--- config.mk ---
export PLATFORM = sky130hd
export DESIGN_NAME = wb_host_sequencer_flat
export DESIGN_NICKNAME = d
export VERILOG_FILES = /design/src/rtl/wb_host_pkg.sv /design/src/rtl/wb_host_sequencer_if.sv /design/src/rtl/wb_host_cmd_fifo.sv /design/src/rtl/wb_host_sequencer.sv /design/src/flat_wrapper.sv
export SDC_FILE = /design/constraint.sdc
export NUM_CORES = 1
export LEC_CHECK = 0
export ABC_AREA = 1
export BUFFER_PORTS_ARGS = -buffer_cell sky130_fd_sc_hd__buf_2
export CORE_MARGIN = 4
export CORE_UTILIZATION = 55
export DETAILED_ROUTE_END_ITERATION = 6
export PLACE_DENSITY = 0.77
export SLEW_MARGIN = 15
export SYNTH_ARGS = -nofsm -noshare
export SYNTH_HDL_FRONTEND = slang
export SYNTH_HIERARCHICAL = 1
export SYNTH_SLANG_ARGS = --single-unit
--- constraint.sdc ---
create_clock -name wb_clk_i -period 5.6 [get_ports wb_clk_i]
set_input_delay 1.12 -clock wb_clk_i [delete_from_list [all_inputs] [get_ports wb_clk_i]]
set_output_delay 1.12 -clock wb_clk_i [all_outputs]
set_load 0.05 [all_outputs]
--- src/rtl/wb_host_pkg.sv ---
`default_nettype none
// ============================================================================
// Module : wb_host_pkg
// Brief  : Command types and opcode-word layout for the Wishbone host sequencer.
// Rev    : 1.0
// ============================================================================
package wb_host_pkg;

    typedef enum logic [1:0] {
        CMD_WRITE = 2'b00,
        CMD_READ  = 2'b01,
        CMD_OP    = 2'b10,
        CMD_RSVD  = 2'b11
    } cmd_kind_e;

    typedef struct packed {
        cmd_kind_e   kind;
        logic [31:0] addr;
        logic [31:0] data;
    } cmd_t;

    localparam int unsigned c_op_code_lsb  = 0;
    localparam int unsigned c_op_code_w    = 2;
    localparam int unsigned c_opnd_a_lsb   = 2;
    localparam int unsigned c_opnd_b_lsb   = 11;
    localparam int unsigned c_opnd_c_lsb   = 20;
    localparam int unsigned c_opnd_w       = 9;
    localparam int unsigned c_op_start_bit = 31;
    localparam logic [3:0]  c_sel_all      = 4'b1111;

    // Start flag in bit 31, opcode/operand payload passed through, bits between forced low.
    function automatic logic [31:0] op_word(input logic [31:0] data, input int unsigned payload_w);
        logic [31:0] mask;
        mask = (32'd1 << payload_w) - 32'd1;
        return (32'd1 << c_op_start_bit) | (data & mask);
    endfunction

endpackage
`default_nettype wire

--- src/rtl/wb_host_sequencer_if.sv ---
`default_nettype none
// ============================================================================
// Module : wb_host_sequencer_if
// Brief  : Command, response and Wishbone master signals of the host sequencer.
// Rev    : 1.0
// ============================================================================
interface wb_host_sequencer_if;

    logic        cmd_valid_i;
    logic        cmd_ready_o;
    logic [1:0]  cmd_kind_i;
    logic [31:0] cmd_addr_i;
    logic [31:0] cmd_data_i;

    logic        rsp_valid_o;
    logic        rsp_ready_i;
    logic [1:0]  rsp_kind_o;
    logic [31:0] rsp_data_o;
    logic        rsp_err_o;

    logic        wbm_cyc_o;
    logic        wbm_stb_o;
    logic        wbm_we_o;
    logic [3:0]  wbm_sel_o;
    logic [31:0] wbm_adr_o;
    logic [31:0] wbm_dat_o;
    logic [31:0] wbm_dat_i;
    logic        wbm_ack_i;

    logic        busy_o;

    // Sequencer side.
    modport master (
        input  cmd_valid_i, cmd_kind_i, cmd_addr_i, cmd_data_i,
        input  rsp_ready_i, wbm_dat_i, wbm_ack_i,
        output cmd_ready_o, rsp_valid_o, rsp_kind_o, rsp_data_o, rsp_err_o,
        output wbm_cyc_o, wbm_stb_o, wbm_we_o, wbm_sel_o, wbm_adr_o, wbm_dat_o,
        output busy_o
    );

    // Environment side: command producer, response consumer and bus slave.
    modport slave (
        output cmd_valid_i, cmd_kind_i, cmd_addr_i, cmd_data_i,
        output rsp_ready_i, wbm_dat_i, wbm_ack_i,
        input  cmd_ready_o, rsp_valid_o, rsp_kind_o, rsp_data_o, rsp_err_o,
        input  wbm_cyc_o, wbm_stb_o, wbm_we_o, wbm_sel_o, wbm_adr_o, wbm_dat_o,
        input  busy_o
    );

endinterface
`default_nettype wire

--- src/rtl/wb_host_cmd_fifo.sv ---
`default_nettype none
// ============================================================================
// Module : wb_host_cmd_fifo
// Brief  : Synchronous command FIFO with registered full/empty flags.
// Rev    : 1.0
// ============================================================================
module wb_host_cmd_fifo
    import wb_host_pkg::*;
#(
    parameter int unsigned DEPTH = 4
) (
    input  logic clk,
    input  logic rst_n,
    input  logic i_push,
    input  cmd_t i_data,
    input  logic i_pop,
    output cmd_t o_data,
    output logic o_full,
    output logic o_empty
);

    localparam int unsigned      c_aw    = $clog2(DEPTH);
    localparam logic [c_aw:0]    c_depth = DEPTH[c_aw:0];

    cmd_t            r_mem [DEPTH];
    logic [c_aw-1:0] r_wr_ptr;
    logic [c_aw-1:0] r_rd_ptr;
    logic [c_aw:0]   r_count;
    logic            r_full;
    logic            r_empty;
    logic [c_aw:0]   w_count_nxt;
    logic            w_push;
    logic            w_pop;

    // Full refuses a push even when a pop happens in the same cycle.
    assign w_push = i_push & ~r_full;
    assign w_pop  = i_pop & ~r_empty;

    always_comb begin
        w_count_nxt = r_count;
        if (w_push && !w_pop) begin
            w_count_nxt = r_count + 1'b1;
        end else if (w_pop && !w_push) begin
            w_count_nxt = r_count - 1'b1;
        end
    end

    always_ff @(posedge clk) begin
        if (w_push) begin
            r_mem[r_wr_ptr] <= i_data;
        end
    end

    always_ff @(posedge clk or negedge rst_n) begin
        if (!rst_n) begin
            r_wr_ptr <= '0;
            r_rd_ptr <= '0;
            r_count  <= '0;
            r_full   <= 1'b0;
            r_empty  <= 1'b1;
        end else begin
            if (w_push) r_wr_ptr <= r_wr_ptr + 1'b1;
            if (w_pop)  r_rd_ptr <= r_rd_ptr + 1'b1;
            r_count <= w_count_nxt;
            r_full  <= (w_count_nxt == c_depth);
            r_empty <= (w_count_nxt == '0);
        end
    end

    assign o_data  = r_mem[r_rd_ptr];
    assign o_full  = r_full;
    assign o_empty = r_empty;

endmodule
`default_nettype wire

--- src/rtl/wb_host_sequencer.sv ---
`default_nettype none
// ============================================================================
// Module : wb_host_sequencer
// Brief  : Wishbone classic master running one bus cycle per buffered command.
// Rev    : 1.0
// ============================================================================
module wb_host_sequencer
    import wb_host_pkg::*;
#(
    parameter int unsigned CMD_DEPTH      = 4,
    parameter int unsigned TIMEOUT_CYCLES = 64,
    parameter logic [31:0] OPCODE_ADDR    = 32'h3000_0000,
    parameter int unsigned OPND_WIDTH     = 9
) (
    input  logic                wb_clk_i,
    input  logic                wb_rst_ni,
    wb_host_sequencer_if.master bus
);

    localparam int unsigned          c_tmr_w     = $clog2(TIMEOUT_CYCLES + 1);
    localparam logic [c_tmr_w-1:0]   c_timeout   = TIMEOUT_CYCLES[c_tmr_w-1:0];
    localparam int unsigned          c_payload_w = c_op_code_w + 3 * OPND_WIDTH;

    localparam logic [1:0] c_st_idle = 2'd0;
    localparam logic [1:0] c_st_bus  = 2'd1;
    localparam logic [1:0] c_st_resp = 2'd2;

    logic [1:0]         r_state;
    logic [c_tmr_w-1:0] r_timer;
    logic               r_cyc;
    logic               r_we;
    logic [3:0]         r_sel;
    logic [31:0]        r_adr;
    logic [31:0]        r_dat;
    logic [1:0]         r_kind;
    logic               r_rsp_valid;
    logic [1:0]         r_rsp_kind;
    logic [31:0]        r_rsp_data;
    logic               r_rsp_err;

    cmd_t               w_cmd_in;
    cmd_t               w_head;
    logic               w_full;
    logic               w_empty;
    logic               w_pop;
    logic [31:0]        w_nxt_adr;
    logic [31:0]        w_nxt_dat;
    logic               w_nxt_we;
    logic [c_tmr_w-1:0] w_timer_inc;

    assign w_cmd_in = '{kind: cmd_kind_e'(bus.cmd_kind_i), addr: bus.cmd_addr_i, data: bus.cmd_data_i};
    assign w_pop    = (r_state == c_st_idle) & ~w_empty;

    wb_host_cmd_fifo #(
        .DEPTH (CMD_DEPTH)
    ) u_cmd_fifo (
        .clk     (wb_clk_i),
        .rst_n   (wb_rst_ni),
        .i_push  (bus.cmd_valid_i),
        .i_data  (w_cmd_in),
        .i_pop   (w_pop),
        .o_data  (w_head),
        .o_full  (w_full),
        .o_empty (w_empty)
    );

    // Reserved kind falls through to READ semantics.
    always_comb begin
        w_nxt_adr = w_head.addr;
        w_nxt_dat = w_head.data;
        w_nxt_we  = 1'b1;
        case (w_head.kind)
            CMD_WRITE: ;
            CMD_OP: begin
                w_nxt_adr = OPCODE_ADDR;
                w_nxt_dat = op_word(w_head.data, c_payload_w);
            end
            default: begin
                w_nxt_dat = '0;
                w_nxt_we  = 1'b0;
            end
        endcase
    end

    assign w_timer_inc = r_timer + 1'b1;

    always_ff @(posedge wb_clk_i or negedge wb_rst_ni) begin
        if (!wb_rst_ni) begin
            r_state     <= c_st_idle;
            r_timer     <= '0;
            r_cyc       <= 1'b0;
            r_we        <= 1'b0;
            r_sel       <= '0;
            r_adr       <= '0;
            r_dat       <= '0;
            r_kind      <= '0;
            r_rsp_valid <= 1'b0;
            r_rsp_kind  <= '0;
            r_rsp_data  <= '0;
            r_rsp_err   <= 1'b0;
        end else begin
            case (r_state)
                c_st_idle: begin
                    if (!w_empty) begin
                        r_adr   <= w_nxt_adr;
                        r_dat   <= w_nxt_dat;
                        r_we    <= w_nxt_we;
                        r_kind  <= w_head.kind;
                        r_sel   <= c_sel_all;
                        r_cyc   <= 1'b1;
                        r_timer <= '0;
                        r_state <= c_st_bus;
                    end
                end
                c_st_bus: begin
                    r_timer <= w_timer_inc;
                    if (bus.wbm_ack_i) begin
                        r_cyc       <= 1'b0;
                        r_sel       <= '0;
                        r_rsp_valid <= 1'b1;
                        r_rsp_kind  <= r_kind;
                        r_rsp_err   <= 1'b0;
                        r_rsp_data  <= r_we ? 32'h0 : bus.wbm_dat_i;
                        r_state     <= c_st_resp;
                    end else if (w_timer_inc == c_timeout) begin
                        r_cyc       <= 1'b0;
                        r_sel       <= '0;
                        r_rsp_valid <= 1'b1;
                        r_rsp_kind  <= r_kind;
                        r_rsp_err   <= 1'b1;
                        r_rsp_data  <= '0;
                        r_state     <= c_st_resp;
                    end
                end
                c_st_resp: begin
                    if (bus.rsp_ready_i) begin
                        r_rsp_valid <= 1'b0;
                        r_state     <= c_st_idle;
                    end
                end
                default: r_state <= c_st_idle;
            endcase
        end
    end

    assign bus.cmd_ready_o = ~w_full;
    assign bus.wbm_cyc_o   = r_cyc;
    assign bus.wbm_stb_o   = r_cyc;
    assign bus.wbm_we_o    = r_we;
    assign bus.wbm_sel_o   = r_sel;
    assign bus.wbm_adr_o   = r_adr;
    assign bus.wbm_dat_o   = r_dat;
    assign bus.rsp_valid_o = r_rsp_valid;
    assign bus.rsp_kind_o  = r_rsp_kind;
    assign bus.rsp_data_o  = r_rsp_data;
    assign bus.rsp_err_o   = r_rsp_err;
    assign bus.busy_o      = (r_state != c_st_idle) | ~w_empty;

endmodule
`default_nettype wire

--- src/flat_wrapper.sv ---
// flat-port wrapper written by rule: the top's interface ports become plain ports
module wb_host_sequencer_flat import wb_host_pkg::*;
#(
    parameter int unsigned CMD_DEPTH      = 4,
    parameter int unsigned TIMEOUT_CYCLES = 64,
    parameter logic [31:0] OPCODE_ADDR    = 32'h3000_0000,
    parameter int unsigned OPND_WIDTH     = 9
)
  (wb_clk_i, wb_rst_ni, bus_cmd_valid_i, bus_cmd_kind_i, bus_cmd_addr_i, bus_cmd_data_i, bus_rsp_ready_i, bus_wbm_dat_i, bus_wbm_ack_i, bus_cmd_ready_o, bus_rsp_valid_o, bus_rsp_kind_o, bus_rsp_data_o, bus_rsp_err_o, bus_wbm_cyc_o, bus_wbm_stb_o, bus_wbm_we_o, bus_wbm_sel_o, bus_wbm_adr_o, bus_wbm_dat_o, bus_busy_o);
  wb_host_sequencer_if bus_i ();
  input  logic wb_clk_i;
  input  logic wb_rst_ni;
  input wire logic [$bits(bus_i.cmd_valid_i)-1:0] bus_cmd_valid_i;
  input wire logic [$bits(bus_i.cmd_kind_i)-1:0] bus_cmd_kind_i;
  input wire logic [$bits(bus_i.cmd_addr_i)-1:0] bus_cmd_addr_i;
  input wire logic [$bits(bus_i.cmd_data_i)-1:0] bus_cmd_data_i;
  input wire logic [$bits(bus_i.rsp_ready_i)-1:0] bus_rsp_ready_i;
  input wire logic [$bits(bus_i.wbm_dat_i)-1:0] bus_wbm_dat_i;
  input wire logic [$bits(bus_i.wbm_ack_i)-1:0] bus_wbm_ack_i;
  output wire logic [$bits(bus_i.cmd_ready_o)-1:0] bus_cmd_ready_o;
  output wire logic [$bits(bus_i.rsp_valid_o)-1:0] bus_rsp_valid_o;
  output wire logic [$bits(bus_i.rsp_kind_o)-1:0] bus_rsp_kind_o;
  output wire logic [$bits(bus_i.rsp_data_o)-1:0] bus_rsp_data_o;
  output wire logic [$bits(bus_i.rsp_err_o)-1:0] bus_rsp_err_o;
  output wire logic [$bits(bus_i.wbm_cyc_o)-1:0] bus_wbm_cyc_o;
  output wire logic [$bits(bus_i.wbm_stb_o)-1:0] bus_wbm_stb_o;
  output wire logic [$bits(bus_i.wbm_we_o)-1:0] bus_wbm_we_o;
  output wire logic [$bits(bus_i.wbm_sel_o)-1:0] bus_wbm_sel_o;
  output wire logic [$bits(bus_i.wbm_adr_o)-1:0] bus_wbm_adr_o;
  output wire logic [$bits(bus_i.wbm_dat_o)-1:0] bus_wbm_dat_o;
  output wire logic [$bits(bus_i.busy_o)-1:0] bus_busy_o;
  assign bus_i.cmd_valid_i = bus_cmd_valid_i;
  assign bus_i.cmd_kind_i = bus_cmd_kind_i;
  assign bus_i.cmd_addr_i = bus_cmd_addr_i;
  assign bus_i.cmd_data_i = bus_cmd_data_i;
  assign bus_i.rsp_ready_i = bus_rsp_ready_i;
  assign bus_i.wbm_dat_i = bus_wbm_dat_i;
  assign bus_i.wbm_ack_i = bus_wbm_ack_i;
  assign bus_cmd_ready_o = bus_i.cmd_ready_o;
  assign bus_rsp_valid_o = bus_i.rsp_valid_o;
  assign bus_rsp_kind_o = bus_i.rsp_kind_o;
  assign bus_rsp_data_o = bus_i.rsp_data_o;
  assign bus_rsp_err_o = bus_i.rsp_err_o;
  assign bus_wbm_cyc_o = bus_i.wbm_cyc_o;
  assign bus_wbm_stb_o = bus_i.wbm_stb_o;
  assign bus_wbm_we_o = bus_i.wbm_we_o;
  assign bus_wbm_sel_o = bus_i.wbm_sel_o;
  assign bus_wbm_adr_o = bus_i.wbm_adr_o;
  assign bus_wbm_dat_o = bus_i.wbm_dat_o;
  assign bus_busy_o = bus_i.busy_o;
  wb_host_sequencer #(.CMD_DEPTH(CMD_DEPTH), .TIMEOUT_CYCLES(TIMEOUT_CYCLES), .OPCODE_ADDR(OPCODE_ADDR), .OPND_WIDTH(OPND_WIDTH)) u_core (.wb_clk_i(wb_clk_i), .wb_rst_ni(wb_rst_ni), .bus(bus_i));
endmodule
# --- Yosys cells after proc, flatten, opt, wreduce, memory -nomap -nowiden ---
# Memories as Yosys holds them, arrays and structs flattened.
# Index checks and enable logic that the tools add are counted.
classes:
  n_addsub: 5
  eq_ne: 8
  muxes: 32
  bitwise: 6
  reduce_logical: 18
op_table:
  columns: ["operator", "count"]
  rows:
  - ["$mux W32", 4]
  - ["$pmux W32 S2", 1]
  - ["$pmux W7 S2", 1]
  - ["$mux W2", 6]
  - ["$mux W4", 3]
  - ["$mux W1", 10]
  - ["$reduce_and A3 Y1", 3]
  - ["$pmux W4 S2", 1]
  - ["$reduce_bool A2 Y1", 4]
  - ["$add A7 B1 Y7 const B", 1]
  - ["$eq A7 B7 Y1 const B", 1]
  - ["$mux W7", 1]
  - ["$mux W3", 2]
  - ["$pmux W2 S3", 1]
  - ["$reduce_and A2 Y1", 3]
  - ["$add A2 B1 Y2 const B", 2]
  - ["$eq A2 B2 Y1 const B", 2]
  - ["$logic_not A2 Y1", 2]
  - ["$ne A2 B2 Y1 const B", 2]
  - ["$pmux W1 S2", 2]
  - ["$add A3 B1 Y3 const B", 1]
  - ["$and A1 B1 Y1", 3]
  - ["$eq A3 B3 Y1 const B", 1]
  - ["$logic_not A3 Y1", 1]
  - ["other kinds (8)", 11]
totals:
  register_bits: 126
  mem_bits_rw: 264
  inputBits: 103
  output_inout_bits: 109
  word_cells: 87
  memories: 1
mem_list:
  columns: ["name", "depth", "word_bits", "rd", "rd_clocked_by_memory_dff", "write_ports", "line_no", "text"]
  rows:
  - ["u_core.u_cmd_fifo.r_mem", 4, 66, 1, 0, 1, "wb_host_cmd_fifo.sv:25", "cmd_t r_mem [DEPTH];"]

# --- Logic depth before layout (Yosys ltp) ---
# Gate-level depths: netlist (run 1).
depth:
  depth_word: 7
  ltp_mapped: 13
  ltp_nobuf: 12

# --- By module ---
# The synthesis (run 1) kept the hierarchy.
modules_own_cells:
  columns: ["mod", "instances", "cells_each", "area_each_um2", "seq_area_each_um2"]
  rows:
  - ["wb_host_cmd_fifo", 1, 722, 10398.7, 8154.1]
  - ["wb_host_sequencer", 1, 466, 4549.4, 2827.7]

# --- Least setup slack after synthesis (run 1) ---
# Ideal clock, no wire load.
synth_path:
  path_kind: "input -> register"
  from: "input bus_cmd_valid_i"
  to: "memory u_core/u_cmd_fifo/r_mem[0][0] (netlist name) (enable)"
  setup_time_ns: 0.490
  arrival_ns: 3.960
  t_required_ns: 5.110
  path_slack_ns: 1.150
  path_stages: 2
  path_buffers: 0
  path_cell_list: "nand2_4 > nor2_1"
synth_between:
  elab_chain_len: 3
synth_rtl:
  columns: ["element", "line_no", "text"]
  rows:
  - ["start, declared", "flat_wrapper.sv:13", "input wire logic [$bits(bus_i.cmd_valid_i)-1:0] bus_cmd_valid_i;"]
  - ["$and A1 B1 Y1", "wb_host_cmd_fifo.sv:36", "assign w_push = i_push & ~r_full;"]
  - ["$mux W1", "wb_host_cmd_fifo.sv:49", "if (w_push) begin"]
  - ["$mux W1 (not written as such)", "wb_host_cmd_fifo.sv:50", "r_mem[r_wr_ptr] <= i_data;"]
  - ["end, declared", "wb_host_cmd_fifo.sv:25", null]
# No other way between the ends.

==> flow_summary.yaml, run 1 <==
placement:
  buffers_added_on_ports: 211
  dpl.hpwl_mm: 19.72
  routabilityCongestion: 0.8219
synth:
  synth_area_mm2: 0.01495
  yosysSeqAreaShare_pct: 73.47
  muxShareOfSynthArea_pct: 0
  syn_inst: 1188
  post_syn_nets: 1298
  synthDominantCellAreaShare_pct: 53.03
  post_synth_and_or_nand_nor_area_fraction_pct: 12.20
  synth.distinct_cells: 30
  synth.area.top_cells: "sky130_fd_sc_hd__edfxtp_1 53%, sky130_fd_sc_hd__dfrtp_1 20%, sky130_fd_sc_hd__nand2_1 4.5%"
  postSynthAreaPerCell_um2: 12.58
  synth_xor_xnor_area_share_pct: 0.2344
  yosys_warnings: 6
  synth_top_family_by_area: "simple AND/OR/NAND/NOR gates"
  netlist.top_cell.by_area: "sky130_fd_sc_hd__edfxtp_1"
  synth-compound-area-share_pct: 9.542
  synth.ff_latch_count: 386
  synth-adder-area-share_pct: 0.5859
critical_path:
  crit_type: "flop to flop"
  required_time_of_the_critical_path_ps: 6000
  cp_startpoint_kind: "flop"
  worstPathArrival_ps: 3770
  crit_slowest_cell: "sky130_fd_sc_hd__clkinv_1"
  crit_path_max_fanout: 55
  crit_path_cell_trace: "buf_4 -> o21ai_0 -> o22ai_1 -> inv_1 -> nor2_1 -> clkinv_1 -> nand3_1 -> nand2_1"
  crit_path_end_kind: "flop"
  cpPeakStageDelay_ps: 870
power:
  comb_power_share_pct: 38.2
  pwr-share-seq_pct: 38.8
  power.internal_mw: 6.388
  p_sw_share_pct: 41.94
  power.leakage_nw: 7.204
  power.clock.fraction_pct: 23.0
  net-switching-power_mw: 4.614
  power-per-cell-area_mw_per_mm2: 631.7
  max-vdd-ir-drop_v: 0.0003424
detailed_routing:
  drtAntennaViolNets: 0
  routed_wirelength_mm: 33.65
  vias: 9931
  routed_wl_per_cell_um: 19.25
  remaining_drc_errors: 0
  drt-pass1-iter-count: 5
  initial_drc_count: 776
  via_per_inst: 5.681
floorplanning:
  die_h_um: 172.9
  fp-row-count: 60
  floorplan_die_area_mm2: 0.02988
  io_pins: 212
  initial_utilization_pct: 55.62
  die_w_um: 172.9
  design.core.area_mm2: 0.02688
timing:
  fraction_of_the_cycle_the_final_worst_path_needs_pct: 60.26
  final_period_demand_of_the_worst_path_ps: 3374
  timing.max_slew.rel_slack_pct: 22.27
  fmax_mhz: 296.4
  final-hold-violation-count: 0
  timing_worst_slew_pin_value_ps: 1166
  finalClockSkew_ps: 17.27
  drv_slew: 0
  setup_viol: 0
  rsz0062_at_grt: "no"
  timing.setup.tns_ps: 0
cts:
  cts.sinks: 386
  cts_buffers: 39
  ctsRootBufferMaster: "sky130_fd_sc_hd__clkbuf_16"
  postCtsSetupRepairBufs: 0
  clock_insertion_delay_worst_skew_ps: 530
  clock_tree_from_tritoncts: "yes"
  clk_transition_reported_paths_ps: 60
  cts_buffer_depth: 3
  cts_hold_buffers: 0
  htree_levels: 2
  postCtsResizedCells: 0
grt:
  gr_usage_total_pct: 22.11
  grt_pass1_wl_mm: 53.59
  grt_remaining_overflow: 0
  grt_max_degree: 116
  grt_pass1_vias: 10030
  grt_antenna_before_repair: 9
finish:
  final_nets: 1484
  synthToLayoutAreaGrowth_pct: 16.51
  final_core_utilization_pct: 64.80
  nFillCells: 2006
  final_layout_size_suffix_gt1_share_pct: 22.63
outcome:
  outcome: "finished, final reports clean"
run:
  cap_viol_max_count: 0
worst_hold_path:
  hold_path_class: "flop to flop"
-- path summary, 6_finish.rpt --
path                                                   to                     startpoint  depth (start not counted)  slack [ps]
worst min-delay path            u_core/bus.rsp_data_o[24]      u_core/bus.rsp_data_o[24]                          2         460
worst max register to register    u_core/bus.wbm_adr_o[2]  u_core/u_cmd_fifo/r_rd_ptr[1]                          8        2230
max in group asynchronous       u_core/bus.rsp_data_o[19]                      wb_rst_ni                          2        3800
worst min register to register  u_core/bus.rsp_data_o[24]      u_core/bus.rsp_data_o[24]                          2         460
worst max-delay path              u_core/bus.wbm_adr_o[2]  u_core/u_cmd_fifo/r_rd_ptr[1]                          8        2230
min in group asynchronous       u_core/bus.rsp_data_o[17]                      wb_rst_ni                          1         600
-- power groups by stage --
| stage | Combinational, mW | Sequential (mW) | Clock [mW] |
|---|---|---|---|
| 2_1_floorplan | 2.24 | 5.22 | 0 |
| 3_3_place_gp | 4.09 | 4.28 | 0 |
| 3_5_place_dp | 4.19 | 4.31 | 0 |
| 6_report | 4.20 | 4.27 | 2.54 |
| 5_1_grt | 4.56 | 4.34 | 2.72 |
| 4_1_cts | 4.22 | 4.27 | 2.59 |
-- cell usage after synthesis (all sizes together) --
| master | instances |
|---|---|
| a21oi | 1 |
| o31ai | 1 |
| dfrtp | 121 |
| xor2 | 4 |
| o21ai | 145 |
| nor2 | 158 |
| o21bai | 2 |
| ha | 7 |
| inv | 38 |
| buf | 40 |
| dfstp | 1 |
| edfxtp | 264 |
| nand2 | 192 |
| nand4 | 32 |
| o22ai | 67 |
| clkbuf | 39 |
| a22o | 29 |
| nand3 | 47 |
-- kinds of logic after synthesis --
group	after synthesis
buffers and inverters	117
xor gates and xnor gates	4
AOI/OAI and AO/OA	245
DFF	386
and+or+nand+nor	429
adders and majority gates	7
-- worst max-delay path: cells and delay by family (launching register included) --
kind,cells,cell delay [ps]
flops,1,520
simple gates,3,640
buf+inv,3,1540
compound gates,2,510
-- per-layer routing --
metal	routed length [um]	vias up	track usage, %
met4	804	14	6.252
li1	-	4606	-
met5	81	-	0
met2	16510	425	37.92
met1	13420	4816	28.42
met3	2828	70	5.422
-- sequential cells by signal (all words and copies together), names as in the netlist --
| signal | flops |
|---|---|
| u_core/bus.rsp_data_o | 32 |
| u_core/r_state | 2 |
| u_core/u_cmd_fifo/o_empty | 1 |
| u_core/r_kind | 2 |
| u_core/r_timer | 7 |
| u_core/bus.rsp_err_o | 1 |
| u_core/u_cmd_fifo/r_mem | 264 |
| u_core/u_cmd_fifo/o_full | 1 |
| u_core/bus.wbm_adr_o | 32 |
| u_core/bus.rsp_valid_o | 1 |
| u_core/bus.wbm_dat_o | 32 |
| u_core/bus.rsp_kind_o | 2 |
| u_core/u_cmd_fifo/r_rd_ptr | 2 |
| u_core/u_cmd_fifo/r_count | 3 |
| u_core/bus.wbm_we_o | 1 |
| u_core/bus.wbm_sel_o | 1 |
| u_core/u_cmd_fifo/r_wr_ptr | 2 |
-- final cells by class --
class | instances | area (um^2) | area share, %
tap | 341 | 426.7 | 2.450
clock inverter | 18 | 170.2 | 0.9771
clock buffer | 54 | 1104 | 6.337
sequential | 386 | 10990 | 63.09
antenna | 2 | 5.005 | 0.02874
timing repair buffer | 224 | 1160 | 6.660
inverter | 38 | 145.1 | 0.8334
multi-input combinational | 685 | 3418 | 19.63
-- stage by stage --
step                      hold WS (ps)  worst slack [ps]  instances  power (mW)  cell area, um^2
final                            463.9              2226       1748       11.00            17420
after detailed placement         453.8              2435       1674       8.501            16140
after CTS                        468.5              2609       1746       11.08            17410
after global placement           448.1              2438       1674       8.377            16140
after floorplan                  453.8              1150       1188       7.462            14950
after global routing             488.9              1915       1748       11.62            17420
-- cells in the final DEF, fill, tap and decap left out, drive strengths merged, types with 4 or more instances in the layout --
master,instances
a22o,29
nand3,47
buf,224
clkbuf,54
xor2,4
dfrtp,121
ha,7
nand4,32
edfxtp,264
inv,39
o22ai,67
nor2,158
clkinv,13
o21ai,145
nand2,192
Power figures use the tool's default switching activity.
==> inputs of run 2 (changes only) <==
CORE_UTILIZATION = 51   (was 55)
PLACE_DENSITY = 0.75   (was 0.77)
clock period = 2.75 ns   (was 5.6 ns; I/O delays follow)
==> flow_summary.yaml, run 2 (synthesis results as in run 1) <==
critical_path:
  required_time_of_the_critical_path_ps: 3190
  r2r_setup_slack_ps: 270
  crit_type: "flop to flop"
  crit_path_end_kind: "flop"
  worstReg2RegStart: "u_core/u_cmd_fifo/r_rd_ptr[0]"
  timing.rr.end: "u_core/bus.wbm_adr_o[14]"
  cp_startpoint_kind: "flop"
  worstPathArrival_ps: 2930
  worst_r2r_path_depth: 7
  crit_path_max_fanout: 30
cts:
  htree_levels: 2
  cts_buffer_depth: 3
  clock_tree_from_tritoncts: "yes"
  postCtsResizedCells: 0
  ctsRootBufferMaster: "sky130_fd_sc_hd__clkbuf_16"
  clk_transition_reported_paths_ps: 60
  cts_buffers: 38
  postCtsSetupRepairBufs: 0
  cts.sinks: 386
  clock_insertion_delay_worst_skew_ps: 530
  cts_hold_buffers: 1
finish:
  max_flop_register: "u_core/u_cmd_fifo/r_mem"
  final_core_utilization_pct: 60.76
  final_nets: 1496
  layout.cells.most_common: "sky130_fd_sc_hd__edfxtp_1"
  largest_register_ffs: 264
  nFillCells: 2296
  final_layout_size_suffix_gt1_share_pct: 22.61
  synthToLayoutAreaGrowth_pct: 16.98
  commonest_cells_after_routing_fill_and_taps_aside: "264 x sky130_fd_sc_hd__edfxtp_1, 210 x sky130_fd_sc_hd__buf_2, 181 x sky130_fd_sc_hd__nand2_1"
power:
  design_power_total_mw: 22.09
  power.internal_mw: 12.75
  max-vdd-ir-drop_v: 0.0007744
  comb_power_share_pct: 40.1
  power.clock.fraction_pct: 21.3
  net-switching-power_mw: 9.339
  power.leakage_nw: 7.214
  p_sw_share_pct: 42.27
  pwr-share-seq_pct: 38.6
  power-per-cell-area_mw_per_mm2: 1263
detailed_routing:
  drtAntennaViolNets: 0
  initial_drc_count: 615
  vias: 10053
  drt-pass1-iter-count: 5
  routed_wl_per_cell_um: 18.94
  remaining_drc_errors: 0
  routed_wirelength_mm: 34.16
  via_per_inst: 5.573
floorplanning:
  initial_utilization_pct: 51.94
  fp-row-count: 62
  floorplan_die_area_mm2: 0.03211
  die_h_um: 179.2
  design.core.area_mm2: 0.02878
  die_w_um: 179.2
  io_pins: 212
grt:
  grt-busiest-layer: "met2"
  gr_usage_total_pct: 20.79
  grt_max_degree: 84
  grt_pass1_vias: 9828
  groute.layer.met2.usage_pct: 35.02
  grt_use_met1_pct: 26.40
  grt_pass1_wl_mm: 52.45
  grt_remaining_overflow: 0
  grt_antenna_before_repair: 12
  global_route.usage.met3_pct: 5.019
worst_hold_path:
  timing.hold.worst_endpoint: "u_core/u_cmd_fifo/r_mem[3][61]"
  launch_point_of_the_worst_hold_path: "bus_cmd_addr_i[29]"
  hold_path_class: "input port to flop"
  worst_hold_path.num_cells: 1
placement:
  buffers_added_on_ports: 211
  routabilityCongestion: 0.7511
  dpl.hpwl_mm: 20.05
timing:
  drv_slew: 0
  fraction_of_the_cycle_the_final_worst_path_needs_pct: 90.23
  final_period_demand_of_the_worst_path_ps: 2481
  timing_worst_slew_pin_value_ps: 1089
  fmax_mhz: 403.0
  setup_viol: 0
  finalClockSkew_ps: 24.21
  rsz0062_at_grt: "no"
  timing.max_slew.rel_slack_pct: 27.33
  final-hold-violation-count: 0
run:
  cap_viol_max_count: 0
outcome:
  outcome: "finished, final reports clean"
## run 2: through the flow
| step | instances | area [um^2] | TNS, ps | hold WS [ps] | worst slack (ps) |
|---|---|---|---|---|---|
| after global placement | 1729 | 16340 | 0 | 447.5 | 365.3 |
| after floorplan | 1188 | 14960 | -11130 | 254.4 | -57.07 |
| after global routing | 1803 | 17480 | 0 | 220.1 | 27.42 |
| after CTS | 1799 | 17470 | 0 | 217.6 | 278.5 |
| final | 1804 | 17490 | 0 | 236.0 | 268.7 |
| after detailed placement | 1729 | 16340 | 0 | 453.6 | 289.6 |
## run 2: power groups by stage
| stage | sequential (mW) | combinational, mW | clock, mW |
|---|---|---|---|
| 2_1_floorplan | 10.6 | 4.58 | 0 |
| 3_3_place_gp | 8.59 | 8.71 | 0 |
| 3_5_place_dp | 8.64 | 8.89 | 0 |
| 4_1_cts | 8.54 | 8.92 | 4.80 |
| 5_1_grt | 8.67 | 9.63 | 5.03 |
| 6_report | 8.54 | 8.86 | 4.70 |
## run 2: how the worst max path moves through the flow
stage,from,endpoint
3_5_place_dp,u_core/u_cmd_fifo/r_rd_ptr[0],u_core/bus.wbm_adr_o[5]
5_1_grt,u_core/u_cmd_fifo/r_rd_ptr[0],u_core/bus.wbm_adr_o[26]
4_1_cts,u_core/u_cmd_fifo/r_rd_ptr[0],u_core/bus.wbm_adr_o[14]
3_3_place_gp,u_core/u_cmd_fifo/r_rd_ptr[0],u_core/bus.wbm_adr_o[0]
6_report,u_core/u_cmd_fifo/r_rd_ptr[0],u_core/bus.wbm_adr_o[14]
2_1_floorplan,u_core/u_cmd_fifo/r_wr_ptr[0],u_core/u_cmd_fifo/r_mem[2][0]
## run 2: critical path: stages, from the launching register on
cell and delay (ps):
sky130_fd_sc_hd__dfrtp_4 510, sky130_fd_sc_hd__inv_4 220, sky130_fd_sc_hd__o21ai_0 120, sky130_fd_sc_hd__o22ai_1 340
sky130_fd_sc_hd__nor2_1 140, sky130_fd_sc_hd__inv_1 810, sky130_fd_sc_hd__nand3_1 180, sky130_fd_sc_hd__nand2_1 90
## run 2: metal layers
layer	vias up	part of all wire, %
met2	401	48
met5	-	0.30
met1	4937	40
li1	4623	-
met4	14	2.8
met3	78	8.9
## run 2: cell type report
cell class	count	area, um^2	share of cell area [%]
Clock inverter	13	82.58	0.4722
Sequential cell	386	10990	62.83
Clock buffer	56	1039	5.939
Inverter	38	145.1	0.8300
Multi-Input combinational cell	685	3418	19.55
Antenna cell	5	12.51	0.07155
Tap cell	384	480.5	2.748
Timing Repair Buffer	237	1323	7.563
